--- config.mk ---
export PLATFORM = sky130hd
export DESIGN_NAME = mfcc_frame_sink
export DESIGN_NICKNAME = d
export VERILOG_FILES = /design/src/rtl/mfcc_frame_sink_pkg.sv /design/src/rtl/mfcc_frame_slot_ram.sv /design/src/rtl/mfcc_frame_sink.sv
export SDC_FILE = /design/constraint.sdc
export NUM_CORES = 1
export LEC_CHECK = 0
export ABC_AREA = 1
export CORE_UTILIZATION = 47
export DETAILED_ROUTE_END_ITERATION = 8
export DONT_BUFFER_PORTS = 1
export REMOVE_ABC_BUFFERS = 1
export SLEW_MARGIN = 40
export SYNTH_ARGS = -nofsm -noshare
export SYNTH_HDL_FRONTEND = slang
export SYNTH_HIERARCHICAL = 1
export SYNTH_SLANG_ARGS = --single-unit
--- constraint.sdc ---
create_clock -name clk -period 6.3 [get_ports clk]
set_input_delay 0 -clock clk [delete_from_list [all_inputs] [get_ports clk]]
set_output_delay 0 -clock clk [all_outputs]
set_load 0.005 [all_outputs]
--- src/rtl/mfcc_frame_sink_pkg.sv ---
// Shared constants for the MFCC frame sink: stream geometry shared with the
// pipeline top, plus the per-slot occupancy encoding.
package mfcc_frame_sink_pkg;

    localparam int unsigned MFCC_DATA_WIDTH = 16;
    localparam int unsigned MFCC_NUM_COEFFS = 4;

    localparam logic SLOT_EMPTY = 1'b0;
    localparam logic SLOT_FULL  = 1'b1;

    // Index width that never collapses to zero bits.
    function automatic int unsigned idx_width(input int unsigned n);
        return (n > 1) ? $clog2(n) : 1;
    endfunction

endpackage

--- src/rtl/mfcc_frame_slot_ram.sv ---
// Frame buffer storage: NUM_BUFS slots of NUM_COEFFS coefficients, one
// synchronous write port and one asynchronous read port.
module mfcc_frame_slot_ram
    import mfcc_frame_sink_pkg::*;
#(
    parameter int unsigned DATA_WIDTH = MFCC_DATA_WIDTH,
    parameter int unsigned NUM_COEFFS = MFCC_NUM_COEFFS,
    parameter int unsigned NUM_BUFS   = 2
) (
    input  logic                                 clk,
    input  logic                                 rst,
    input  logic                                 wr_en_i,
    input  logic [idx_width(NUM_BUFS)-1:0]       wr_slot_i,
    input  logic [idx_width(NUM_COEFFS)-1:0]     wr_idx_i,
    input  logic [DATA_WIDTH-1:0]                wr_data_i,
    input  logic [idx_width(NUM_BUFS)-1:0]       rd_slot_i,
    input  logic [idx_width(NUM_COEFFS)-1:0]     rd_idx_i,
    output logic [DATA_WIDTH-1:0]                rd_data_c_o
);

    logic [DATA_WIDTH-1:0] mem_q [NUM_BUFS][NUM_COEFFS];

    always_ff @(posedge clk) begin
        if (rst) begin
            for (int b = 0; b < int'(NUM_BUFS); b++) begin
                for (int c = 0; c < int'(NUM_COEFFS); c++) begin
                    mem_q[b][c] <= '0;
                end
            end
        end else if (wr_en_i) begin
            mem_q[wr_slot_i][wr_idx_i] <= wr_data_i;
        end
    end

    assign rd_data_c_o = mem_q[rd_slot_i][rd_idx_i];

endmodule

--- src/rtl/mfcc_frame_sink.sv ---
// MFCC frame sink: assembles NUM_COEFFS-coefficient frames into a slot ring,
// replays them over ready/valid, and drops whole frames when the ring is full.
module mfcc_frame_sink
    import mfcc_frame_sink_pkg::*;
#(
    parameter int unsigned DATA_WIDTH = MFCC_DATA_WIDTH,
    parameter int unsigned NUM_COEFFS = MFCC_NUM_COEFFS,
    parameter int unsigned NUM_BUFS   = 2
) (
    input  logic                  clk,
    input  logic                  rst,
    input  logic [DATA_WIDTH-1:0] mfcc_in,
    input  logic                  valid_in,
    output logic [DATA_WIDTH-1:0] rd_data,
    output logic                  rd_valid,
    input  logic                  rd_ready,
    output logic                  rd_last,
    output logic [15:0]           frames_done,
    output logic [7:0]            drop_count,
    output logic                  overflow,
    input  logic                  overflow_clr
);

    localparam int unsigned CW = idx_width(NUM_COEFFS);
    localparam int unsigned BW = idx_width(NUM_BUFS);
    localparam logic [CW-1:0] LAST_IDX = CW'(NUM_COEFFS - 1);

    logic [CW-1:0]       wc_q, wc_d;
    logic [CW-1:0]       rc_q, rc_d;
    logic [BW-1:0]       wp_q, wp_d;
    logic [BW-1:0]       rp_q, rp_d;
    logic [NUM_BUFS-1:0] slot_state_q, slot_state_d;
    logic                dropping_q, dropping_d;
    logic [15:0]         frames_done_q, frames_done_d;
    logic [7:0]          drop_count_q, drop_count_d;
    logic                overflow_q, overflow_d;

    logic rd_valid_c;
    logic rd_fire_c;
    logic wr_en_c;
    logic accept_c;
    logic drop_now_c;

    assign rd_valid_c = (slot_state_q[rp_q] == SLOT_FULL);
    assign rd_fire_c  = rd_valid_c && rd_ready;

    // Read side retires first so a slot freed this cycle is visible to a new frame.
    always_comb begin
        wc_d          = wc_q;
        rc_d          = rc_q;
        wp_d          = wp_q;
        rp_d          = rp_q;
        slot_state_d  = slot_state_q;
        dropping_d    = dropping_q;
        frames_done_d = frames_done_q;
        drop_count_d  = drop_count_q;
        overflow_d    = overflow_q;
        wr_en_c       = 1'b0;
        accept_c      = 1'b0;
        drop_now_c    = 1'b0;

        if (rd_fire_c) begin
            if (rc_q == LAST_IDX) begin
                slot_state_d[rp_q] = SLOT_EMPTY;
                rp_d               = rp_q + BW'(1);
                rc_d               = '0;
            end else begin
                rc_d = rc_q + CW'(1);
            end
        end

        if (valid_in) begin
            wc_d = (wc_q == LAST_IDX) ? '0 : wc_q + CW'(1);
            if (wc_q == '0) begin
                accept_c   = (slot_state_d[wp_q] == SLOT_EMPTY);
                dropping_d = !accept_c;
                drop_now_c = !accept_c;
                if (!accept_c && drop_count_q != 8'hFF) begin
                    drop_count_d = drop_count_q + 8'd1;
                end
            end else begin
                accept_c = !dropping_q;
            end
            if (accept_c) begin
                wr_en_c = 1'b1;
                if (wc_q == LAST_IDX) begin
                    slot_state_d[wp_q] = SLOT_FULL;
                    wp_d               = wp_q + BW'(1);
                    frames_done_d      = frames_done_q + 16'd1;
                end
            end
        end

        if (drop_now_c) begin
            overflow_d = 1'b1;
        end else if (overflow_clr) begin
            overflow_d = 1'b0;
        end
    end

    always_ff @(posedge clk) begin
        if (rst) begin
            wc_q          <= '0;
            rc_q          <= '0;
            wp_q          <= '0;
            rp_q          <= '0;
            slot_state_q  <= {NUM_BUFS{SLOT_EMPTY}};
            dropping_q    <= 1'b0;
            frames_done_q <= '0;
            drop_count_q  <= '0;
            overflow_q    <= 1'b0;
        end else begin
            wc_q          <= wc_d;
            rc_q          <= rc_d;
            wp_q          <= wp_d;
            rp_q          <= rp_d;
            slot_state_q  <= slot_state_d;
            dropping_q    <= dropping_d;
            frames_done_q <= frames_done_d;
            drop_count_q  <= drop_count_d;
            overflow_q    <= overflow_d;
        end
    end

    mfcc_frame_slot_ram #(
        .DATA_WIDTH (DATA_WIDTH),
        .NUM_COEFFS (NUM_COEFFS),
        .NUM_BUFS   (NUM_BUFS)
    ) u_slot_ram (
        .clk         (clk),
        .rst         (rst),
        .wr_en_i     (wr_en_c),
        .wr_slot_i   (wp_q),
        .wr_idx_i    (wc_q),
        .wr_data_i   (mfcc_in),
        .rd_slot_i   (rp_q),
        .rd_idx_i    (rc_q),
        .rd_data_c_o (rd_data)
    );

    assign rd_valid    = rd_valid_c;
    assign rd_last     = rd_valid_c && (rc_q == LAST_IDX);
    assign frames_done = frames_done_q;
    assign drop_count  = drop_count_q;
    assign overflow    = overflow_q;

endmodule

# == Word level (Yosys, flattened, before mapping) ==
# Memories as Yosys holds them, arrays and structs flattened. A register that Yosys moved wholly into a read port is not among the register bits.
# Cells that the tools add are included.
# classes
addsub,6
magnitude_cmp,7
eq_ne,3
muxes,38
bitwise_logic,6
reduce_logical,14
# ops
op,n
64-bit 2-to-1 mux,3
64-bit OR reduction,1
16-bit 2-to-1 mux,3
16-bit binary-select mux with 2-bit select,1
16-bit demux with 2-bit select,1
1-bit 2-to-1 mux,21
"16-bit by 1-bit adder with 16-bit output, second input constant",1
2-bit 2-to-1 mux,7
"8-bit by 1-bit adder with 8-bit output, second input constant",1
"8-bit inequality test, second input constant",1
"3-bit greater-or-equal comparator, second input constant",2
1-bit logical AND,6
2-bit NOT with 3-bit output,2
3-bit AND reduction,2
"2-bit by 1-bit adder with 2-bit output, second input constant",2
"2-bit == test, second input constant",2
"1-bit by 2-bit less-than comparator with 1-bit output, second input constant",2
2-bit AND reduction,2
"3-bit by 1-bit less-than comparator with 1-bit output, second input constant",1
"1-bit adder, second input constant",2
2-bit bitwise AND,1
1-bit demux with 1-bit select,2
"1-bit greater-or-equal comparator, second input constant",2
2-bit zero test,1
5 further kinds,5
# word_totals
ff_bits,34
mem_bits_rw,128
input_bits,21
out_inout_bits,43
wordCells,84
mem_count,1
# mem_list
memory,words,word_bits,read_ports,rd_ports_with_merged_regs,wr,line_no,text
u_slot_ram.mem_q,2,64,1,1,2,mfcc_frame_slot_ram.sv:21,logic [DATA_WIDTH-1:0] mem_q [NUM_BUFS][NUM_COEFFS];

# == Depth between registers and ports, before layout ==
# Gate-level depths: netlist of the first run.
# depth
depth_word,20
depth_mapped,13
depth_no_buf,12

# == Cells and area by module ==
# The synthesis of the first run kept the hierarchy.
# modules_own_cells
mod,n_inst,cells_per_inst,area_each_um2,seq_area_each_um2
mfcc_frame_slot_ram,1,706,6214.7,3843.7
mfcc_frame_sink,1,281,1899.3,680.7

# == Least setup slack after synthesis of the first run ==
# OpenSTA, ideal clock, no wires.
# synth_path
path_type,register to register
start,register wc_q[0]
end,"memory u_slot_ram/mem_q[1][48] in the netlist's numbering, enable pin"
setup_time_ns,0.411
arrival_time_ns,2.829
required_ns,5.889
setup_slack_ns,3.060
stages_incl_launch_ff,9
path_buffers,1
synth_period_minus_slack_ns,3.240
cell_sequence,dfxtp_1 -> inv_1 -> ha_1 -> nand2_1 -> a21oi_4 -> buf_4 -> a21boi_0 -> inv_1 -> o21ai_0
# synth_rtl
element,line_no,text
"start, declared",mfcc_frame_sink.sv:28,"logic [CW-1:0] wc_q, wc_d;"
"start signal, assigned",mfcc_frame_sink.sv:113,wc_q <= wc_d;
"end, declared",mfcc_frame_slot_ram.sv:21,

==> results.cfg, run 1 <==
[outcome]
status = complete, no violations

[logic_synthesis]
yosysMostFrequentCell = nand2_1
synth-edff-count = 128
synth_top_flop_cell = edfxtp_1
synth-async-reset-ratio_pct = 0
netlist_top_cells_area = edfxtp_1 (47%), nand2_1 (13%), inv_1 (9.1%)
avgSynthCellArea_um2 = 8.22
synth-seq-cells = 162
synthesis.area_um2 = 8110
synthMuxAreaShare_pct = 0
synth_top_area_share_pct = 47.4
synthXorXnorAreaFrac_pct = 0.648
synthAdderAreaFrac_pct = 0.771
synth_common_cells = nand2_1 (283), inv_1 (197), edfxtp_1 (128)
synth_compound_area_share_pct = 3.33
synth-simple-area-share_pct = 27.6
synth.distinct_cells = 34
syn_inst = 987
yosysTopAreaCell = edfxtp_1
yosysWarnings = 6
seq_area_frac_synth_pct = 55.8
synth_top_family_by_area = simple AND/OR/NAND/NOR gates

[route]
first_iter_violations = 678
dr.pass1.iters = 5
ant_nets = 0
routedWlPerCell_um = 15.8
drc = 0
wirelength_um = 19300
vias = 6203
vias_per_cell = 5.07

[finish]
drive_gt1_share_pct = 5.58
area_delta_synth_final_pct = 11.1
nNetsFinal = 1017
final_cells = 1224
diodes = 0

[floorplanning]
die-area_um2 = 17800
fp-row-count = 47
fp.dieH_um = 133
die_w_um = 133
initial_core_util_pct = 48.6
io_pins = 64
core_um2 = 16700

[global_routing]
antenna_found_initial = 0
grt_start_max_net_pins = 67
grt.total_usage_pct = 23.0
grt_pass1_vias = 5887
grt_pass1_wl_um = 30500
overflow = 0

[placement]
gp_congestion = 0.790
post-dp-hpwl_um = 12300
dp_cells = 1172
io_buffers = 0

[worst_hold_path]
hold_class = input port to flip-flop
whs_path_depth = 3

[cts]
hold_buffers = 20
cts.clk_slew.worst_paths_ns = 0.06
cts_tree = yes
postCtsSetupBuffers = 0
cts.sinks = 162
htreeDepth = 4
cts_root_buf = clkbuf_16
clockBufferDepth = 2
clock_latency_ns = 0.44
numCtsBuffers = 17
cts_resized = 0

[worst_setup_path]
crit_buf_inv = 3
rr_worst_depth = 11
cp.depth = 11
crit_family = simple AND/OR/NAND/NOR gates
critPathMaxFanout = 33
crit_path_end_kind = flip-flop
slowest_stage = nand2_1
worst-r2r-setup-slack_ns = 2.67
crit_arrival_ns = 3.70
critPathRequiredTime_ns = 6.37
slowest_delay_ns = 0.57
start_kind = flip-flop
crit_chain = inv_1 > ha_1 > nand2_1 > a21oi_4 > a21boi_0 > inv_1 > nor2_2 > inv_2 > nor2_8 > nand2_4 > nand2_1
crit_type = flip-flop to flip-flop

[timing]
tightest_slew_ns = 0.854
tns_ns = 0
max_freq_mhz = 275
slew_headroom_pct = 43.0
clock-skew-final_ns = 0.00583
setup_violations = 0
rsz0062_at_grt = false
hold-worst-slack_ns = 0.00583
period_share_pct = 57.7
finalHoldViolations = 0
min_period_ns = 3.63
slew_violations = 0

[power]
ir_drop_v = 0.000219
p_total_mw = 2.49
leakage_nw = 4.07
pwr_density_cell_nw_per_um2 = 277

[run]
drv_cap = 0
[layout by cell type, fill, tap and decap left out, types with 20 or more instances in the layout]
cell type / synthesis / routed
edfxtp_1: 128 / 128
nor2_1: 117 / 117
a21oi_1: 20 / 20
nor3_1: 22 / 22
inv_1: 197 / 196
dfxtp_1: 34 / 33
nand2_1: 283 / 283
dlygate4sd3_1: 0 / 20
nand3_1: 81 / 81
[area by class of cell]
| cell class | instances | area [µm²] |
|---|---|---|
| inverters | 200 | 753 |
| multi-input cells | 586 | 2630 |
| clock buffers | 17 | 425 |
| fillers | 1618 | 7680 |
| flip-flops and latches | 162 | 4530 |
| repair buffers | 24 | 230 |
| well taps | 220 | 275 |
| clock inverters | 15 | 181 |
[through the flow]
step | utilization, % | instance area, µm² | setup WS (ns)
after detailed placement | 49.2 | 8210 | 2.68
after CTS | 54.0 | 9020 | 2.67
final | 54.0 | 9020 | 2.67
after floorplan | - | 7900 | 2.39
after global placement | 49.1 | 8210 | 2.75
after global routing | 54.0 | 9020 | 2.28
[flip-flops by register name, indices dropped and copies added (netlist names)]
| register | cells |
|---|---|
| frames_done | 16 |
| u_slot_ram/mem_q | 128 |
| slot_state_q | 2 |
| wp_q | 1 |
| rp_q | 1 |
| wc_q | 2 |
| drop_count | 8 |
| rc_q | 2 |
| dropping_q | 1 |
| overflow | 1 |
[power breakdown]
group	total, mW	leakage, nW	switching, mW	internal [mW]
Sequential	1.24	1.59	0.0194	1.22
Combinational	0.180	2.18	0.134	0.0461
Clock	1.07	0.295	0.447	0.628
[cells by family (layout without fill, tap and decap cells)]
logic type	count (synthesis)	after routing
fa+ha+maj	5	5
buf+inv	239	256
simple gates	529	529
compound gates	46	46
xor+xnor	6	6
flops	162	162
[worst register-to-register path: cells and delay by family, from the launching register on]
| family | cells | cell delay [ns] |
|---|---|---|
| AO/OA/AOI/OAI | 2 | 0.89 |
| flip-flops | 1 | 0.37 |
| adder cells (fa/ha/maj) | 1 | 0.23 |
| AND/OR/NAND/NOR | 5 | 1.29 |
| buffers and inverters | 3 | 0.48 |
[worst paths after layout]
kind,from,end
max,wc_q[0],u_slot_ram/mem_q[0][22]
min,rst,frames_done[1]
max reg2reg,wc_q[0],u_slot_ram/mem_q[0][22]
min reg2reg,overflow,overflow
[routing by layer]
metal	track usage, %	vias to the layer above	wire (µm)
met5	0	-	0
met4	8.78	0	323
met3	4.64	24	1270
met2	36.9	187	9090
met1	30.6	2906	8600
li1	-	3086	-
Power figures use the tool's default switching activity.
==> run 2: changes to the inputs <==
--- a/config.mk
+++ b/config.mk
@@ -5,7 +5,7 @@
 export SDC_FILE = /design/constraint.sdc
 export NUM_CORES = 1
 export LEC_CHECK = 0
-export ABC_AREA = 1
+export ABC_AREA = 0
 export CORE_UTILIZATION = 47
 export DETAILED_ROUTE_END_ITERATION = 8
 export DONT_BUFFER_PORTS = 1
==> constraint.sdc (replaced) <==
create_clock -name clk -period 3.6 [get_ports clk]
set_input_delay 0 -clock clk [delete_from_list [all_inputs] [get_ports clk]]
set_output_delay 0 -clock clk [all_outputs]
set_load 0.005 [all_outputs]
==> run 2 against run 1 <==
Compared with the run above: clock skew increased by 0.0028 ns; total power grew 72%; final area is 5.1% lower; non-clock buffer count is 19 higher; final cell count fell by 36%; count of clock-buffer cells in the layout increased by 3; routed wire length down 16%; critical path depth decreased by 3; largest power group unchanged.
==> results.cfg, run 2 <==
[logic_synthesis]
synth-async-reset-ratio_pct = 0
yosysMostFrequentCell = edfxtp_1
netlist_top_cells_area = edfxtp_1 (51%), mux4_1 (9.1%), dfxtp_1 (9.1%)
seq_area_frac_synth_pct = 60.4
synth_common_cells = edfxtp_1 (128), nor3_1 (66), dfxtp_1 (34)
yosysWarnings = 6
synthesis.area_um2 = 7490
yosysTopAreaCell = edfxtp_1
synth_top_area_share_pct = 51.3
syn_inst = 535
synth-seq-cells = 162
avgSynthCellArea_um2 = 14.0
synth.distinct_cells = 46
synth-edff-count = 128
synth_top_flop_cell = edfxtp_1

[cts]
cts_resized = 0
clockBufferDepth = 2
cts_root_buf = clkbuf_16
clock_latency_ns = 0.41
numCtsBuffers = 17
cts.clk_slew.worst_paths_ns = 0.06
htreeDepth = 4
cts.sinks = 162
postCtsSetupBuffers = 0
cts_tree = yes

[power]
ir_drop_v = 0.000341
switchingPower_uw = 867
p_sw_share_pct = 20.3
seqPwrFrac_pct = 49.8
pwr_density_cell_nw_per_um2 = 500
p_total_mw = 4.28
internal-power_mw = 3.42
clkPwrFrac_pct = 44.6
leakage_nw = 2.98
p_comb_share_pct = 5.6

[worst_setup_path]
crit_type = flip-flop to flip-flop
rr_worst_depth = 8
crit_family = simple AND/OR/NAND/NOR gates
start_kind = flip-flop
crit_arrival_ns = 2.96
critPathRequiredTime_ns = 3.72
crit_chain = inv_1 > ha_1 > nand3_1 > o32ai_4 > nor2_1 > or3b_2 > o21bai_1 > buf_4
r2r-end = u_slot_ram/mem_q[0][37]
critPathMaxFanout = 9
crit_path_end_kind = flip-flop
slowest_delay_ns = 0.52
crit_buf_inv = 2
r2r-start = wc_q[0]
worst-r2r-setup-slack_ns = 0.76
slowest_stage = or3b_2

[timing]
min_period_ns = 2.84
max_freq_mhz = 352
rsz0062_at_grt = false
tightest_slew_ns = 0.794
clock-skew-final_ns = 0.00864
slew_violations = 0
slew_headroom_pct = 47.1
period_share_pct = 78.9
finalHoldViolations = 0
setup_violations = 0

[finish]
nNetsFinal = 584
final_cell_mix = edfxtp_1 (128), nor3_1 (66), dfxtp_1 (33)
largest_reg_flops = 128
nFillCells = 1266
drive_gt1_share_pct = 15.4
final_common_cell = edfxtp_1
diodes = 0
area_delta_synth_final_pct = 14.2
final_area_um2 = 8560
fin_util_pct = 55.7
top_register = u_slot_ram/mem_q

[run]
drv_cap = 0

[global_routing]
antenna_found_initial = 0
grt_start_max_net_pins = 46
grt.total_usage_pct = 21.2
grt_pass1_wl_um = 25700
grt_pass1_vias = 4705
overflow = 0

[route]
routedWlPerCell_um = 20.7
dr.pass1.iters = 5
wirelength_um = 16200
drc = 0
vias_per_cell = 5.77
ant_nets = 0
vias = 4514
first_iter_violations = 289

[floorplanning]
initial_core_util_pct = 48.7
io_pins = 64
die-area_um2 = 16400
die_w_um = 128
core_um2 = 15400
fp.dieH_um = 128
fp-row-count = 45

[worst_hold_path]
whs_path_depth = 2
min_from = rst
hold_class = input port to flip-flop
whs_endpoint = u_slot_ram/mem_q[1][28]

[placement]
place_area_um2 = 7700
gp_congestion = 0.735
io_buffers = 0
post-dp-hpwl_um = 10400

[outcome]
status = complete, no violations
[run 2: worst max path at each step]
stage / startpoint / to / slack [ns] / cells after the start
floorplan: rp_q / u_slot_ram/mem_q[0][0] / -1.12 / 5
global placement: wc_q[0] / u_slot_ram/mem_q[0][34] / 0.86 / 8
detailed placement: wc_q[0] / u_slot_ram/mem_q[0][39] / 0.72 / 8
CTS: wc_q[0] / u_slot_ram/mem_q[0][37] / 0.71 / 8
global route: wc_q[0] / u_slot_ram/mem_q[0][36] / 0.54 / 8
finish: wc_q[0] / u_slot_ram/mem_q[0][37] / 0.76 / 8
[run 2: area by class of cell]
| class | count | area, µm² | share of cell area (%) |
|---|---|---|---|
| flip-flops and latches | 162 | 4530 | 52.9 |
| multi-input cells | 309 | 2660 | 31.1 |
| clock buffers | 20 | 437 | 5.10 |
| repair buffers | 43 | 388 | 4.53 |
| well taps | 211 | 264 | 3.09 |
| clock inverters | 12 | 188 | 2.19 |
| inverters | 25 | 93.8 | 1.10 |
[run 2: worst reg2reg max path, cell delays in order, from the launching register on]
cell	delay, ns
dfxtp_1	0.46
inv_1	0.07
ha_1	0.26
nand3_1	0.14
o32ai_4	0.09
nor2_1	0.20
or3b_2	0.52
o21bai_1	0.52
buf_4	0.27
[run 2: kinds of logic (layout without fill, tap and decap cells)]
logic type / Yosys count / count (layout) / share of synthesized area (%)
buffers and inverters: 64 / 100 / 4.12
AOI/OAI and AO/OA: 51 / 51 / 4.81
and+or+nand+nor: 195 / 195 / 15.1
xor gates and xnor gates: 1 / 1 / 0.117
adders and majority gates: 5 / 5 / 0.835
muxes: 57 / 57 / 14.6
DFF: 162 / 162 / 60.4
[run 2: power by group through the flow]
| stage | clock, mW | combinational [mW] | sequential, mW |
|---|---|---|---|
| after global placement | 0 | 0.202 | 2.17 |
| after global routing | 2.02 | 0.261 | 2.14 |
| after detailed placement | 0 | 0.207 | 2.17 |
| final | 1.91 | 0.240 | 2.13 |
| after floorplan | 0 | 0.136 | 2.15 |
| after CTS | 1.94 | 0.243 | 2.14 |
[run 2: layer usage]
| metal | routed length, µm | global-route usage (%) |
|---|---|---|
| met2 | 8440 | 37.0 |
| met4 | 184 | 8.65 |
| met5 | 0 | 0 |
| met1 | 6730 | 25.4 |
| met3 | 836 | 4.67 |
[run 2: metrics by stage]
step | setup TNS (ns) | hold WS (ns) | std cells | setup WS, ns
after floorplan | -96.74 | 0.0691 | 496 | -1.12
after global placement | 0 | 0.0743 | 728 | 0.858
after detailed placement | 0 | 0.0743 | 728 | 0.723
after CTS | 0 | 0.0348 | 782 | 0.709
after global routing | 0 | 0.0436 | 782 | 0.540
final | 0 | 0.0477 | 782 | 0.760
[run 2: repair_timing]
item | 4_1_cts | 5_1_grt
hold buffers | 22 | 0
hold endpoints to repair | 175 | 0
setup endpoints to repair | 0 | 0
==> run 3: changes to the inputs <==
--- a/config.mk
+++ b/config.mk
@@ -5,7 +5,7 @@
 export SDC_FILE = /design/constraint.sdc
 export NUM_CORES = 1
 export LEC_CHECK = 0
-export ABC_AREA = 0
+export ABC_AREA = 1
 export CORE_UTILIZATION = 47
 export DETAILED_ROUTE_END_ITERATION = 8
 export DONT_BUFFER_PORTS = 1
==> constraint.sdc (replaced) <==
create_clock -name clk -period 2.7 [get_ports clk]
set_input_delay 0 -clock clk [delete_from_list [all_inputs] [get_ports clk]]
set_output_delay 0 -clock clk [all_outputs]
set_load 0.005 [all_outputs]
==> run 3 against run 2 <==
Compared with the run above: total power is 36% higher; combinational power grew 97%; via count grew 38%; flip-flop and latch count unchanged; register-to-register slack worse by 0.54 ns; fmax up 14%; global-route usage grew 2.1 points; setup slack worse by 0.54 ns; critical path depth increased by 4; clock power is 30% higher; worst hold slack worse by 0.0098 ns.
==> results.cfg, run 3 (synthesis results as in run 1) <==
[placement]
dp_cells = 1190
io_buffers = 0
preCtsSetupSlack_ns = -0.108
post-dp-hpwl_um = 12800
gp_congestion = 0.793

[global_routing]
overflow = 0
grt_pass1_wl_um = 31300
grt.total_usage_pct = 23.3
grtUsageMet1_pct = 32.0
grt_start_max_net_pins = 67
grt_pass1_vias = 5772
grt_util_met3_pct = 4.07
use_met2_pct = 37.0
busiest_layer = met2
antenna_found_initial = 0

[floorplanning]
fp-row-count = 47
die-area_um2 = 17800
initial_core_util_pct = 48.6
io_pins = 64
die_w_um = 133
fp.dieH_um = 133
core_um2 = 16700

[route]
first_iter_violations = 475
drc = 0
ant_nets = 0
vias_per_cell = 5.01
vias = 6242
dr.pass1.iters = 4
wirelength_um = 19800
routedWlPerCell_um = 15.9

[worst_hold_path]
whs_path_depth = 3
hold_class = input port to flip-flop
min_from = rst
whs_endpoint = drop_count[6]

[cts]
clockBufferDepth = 2
cts_root_buf = clkbuf_16
htreeDepth = 4
cts.clk_slew.worst_paths_ns = 0.06
cts_tree = yes
cts.sinks = 162
numCtsBuffers = 17
clock_latency_ns = 0.42

[worst_setup_path]
worst-r2r-setup-slack_ns = 0.22
critPathRequiredTime_ns = 2.82
crit_path_end_kind = flip-flop
rr_worst_depth = 12
start_kind = flip-flop
r2r-start = wc_q[1]
crit_type = flip-flop to flip-flop
r2r-end = u_slot_ram/mem_q[0][21]
critPathMaxFanout = 17
crit_arrival_ns = 2.60

[power]
ir_drop_v = 0.000448
pwr_density_cell_nw_per_um2 = 633
p_total_mw = 5.85
leakage_nw = 4.17

[finish]
final_cell_mix = nand2_1 (283), inv_1 (194), edfxtp_1 (128)
fin_util_pct = 55.3
final_common_cell = nand2_1
nNetsFinal = 1039
area_delta_synth_final_pct = 13.8
drive_gt1_share_pct = 7.51
top_register = u_slot_ram/mem_q
diodes = 0
final_cells = 1245
largest_reg_flops = 128

[timing]
setup_slack_ns = 0.217
rsz0062_at_grt = false
min_period_ns = 2.48
slew_headroom_pct = 48.5
tightest_slew_ns = 0.770
period_share_pct = 92.0
max_freq_mhz = 403
clock-skew-final_ns = 0.00778
slew_violations = 0
setup_violations = 0
finalHoldViolations = 0

[outcome]
status = complete, no violations

[run]
drv_cap = 0
==> run 3: changes by cell type in the layout (fill, tap and decap cells not counted), sizes merged, moves of 32 or more <==
| cell | change |
|---|---|
| inv | +172 |
| mux4 | -32 |
| nand3 | +71 |
| nand2 | +274 |
| nor2 | +106 |
| nor3 | -44 |
==> run 3: layer usage <==
layer	up-vias	wire [µm]
met4	0	354
met5	-	0
met1	2929	9210
met3	27	876
met2	161	9340
li1	3125	-
==> run 3: what timing repair did <==
action                                  in CTS  in global routing
endpoints found under the setup margin      48                 41
resized for setup                            3                  2
setup buffers                                3                  1
endpoints found under the hold margin       85                  0
hold buffers                                20                  0
==> run 3: final cells by class <==
cell class / instances / area (µm²)
clock buffers: 19 / 433
inverters: 200 / 762
clock inverters: 12 / 165
repair buffers: 46 / 445
fillers: 1571 / 7470
multi-input cells: 586 / 2630
flip-flops and latches: 162 / 4530
well taps: 220 / 275
==> run 3: through the flow <==
stage | hold slack, ns | cell area (µm²) | setup TNS [ns]
after CTS | 0.0249 | 9210 | 0
after global routing | 0.0585 | 9240 | 0
after detailed placement | 0.0701 | 8350 | -3.34
after floorplan | 0.0624 | 7900 | -155.35
after global placement | 0.0671 | 8350 | -0.137
final | 0.0379 | 9240 | 0
==> run 3: critical path, stage by stage, from the launching register on <==
cell,delay (ns)
dfxtp_1,0.35
inv_1,0.10
ha_1,0.26
nand2_1,0.15
a21oi_4,0.15
a21boi_2,0.26
inv_1,0.10
nor2_2,0.10
inv_2,0.07
nor2_8,0.17
nand2_4,0.16
nand2_1,0.12
buf_4,0.19
==> run 3: worst max-delay path by stage <==
stage / from / to / slack, ns / cells after the start
after floorplan: rp_q / u_slot_ram/mem_q[1][48] / -1.21 / 6
after global placement: wc_q[1] / u_slot_ram/mem_q[1][14] / -0.008 / 12
after global routing: wc_q[1] / u_slot_ram/mem_q[0][43] / 0.05 / 12
final: wc_q[1] / u_slot_ram/mem_q[0][21] / 0.22 / 12
after detailed placement: wc_q[1] / u_slot_ram/mem_q[1][33] / -0.11 / 12
after CTS: wc_q[1] / u_slot_ram/mem_q[1][30] / 0.08 / 12
==> run 3: power by group <==
| group | internal (mW) | switching (mW) |
|---|---|---|
| logic | 0.147 | 0.326 |
| registers | 2.85 | 0.0449 |
| clock network | 1.53 | 0.952 |
| total | 4.52 | 1.32 |
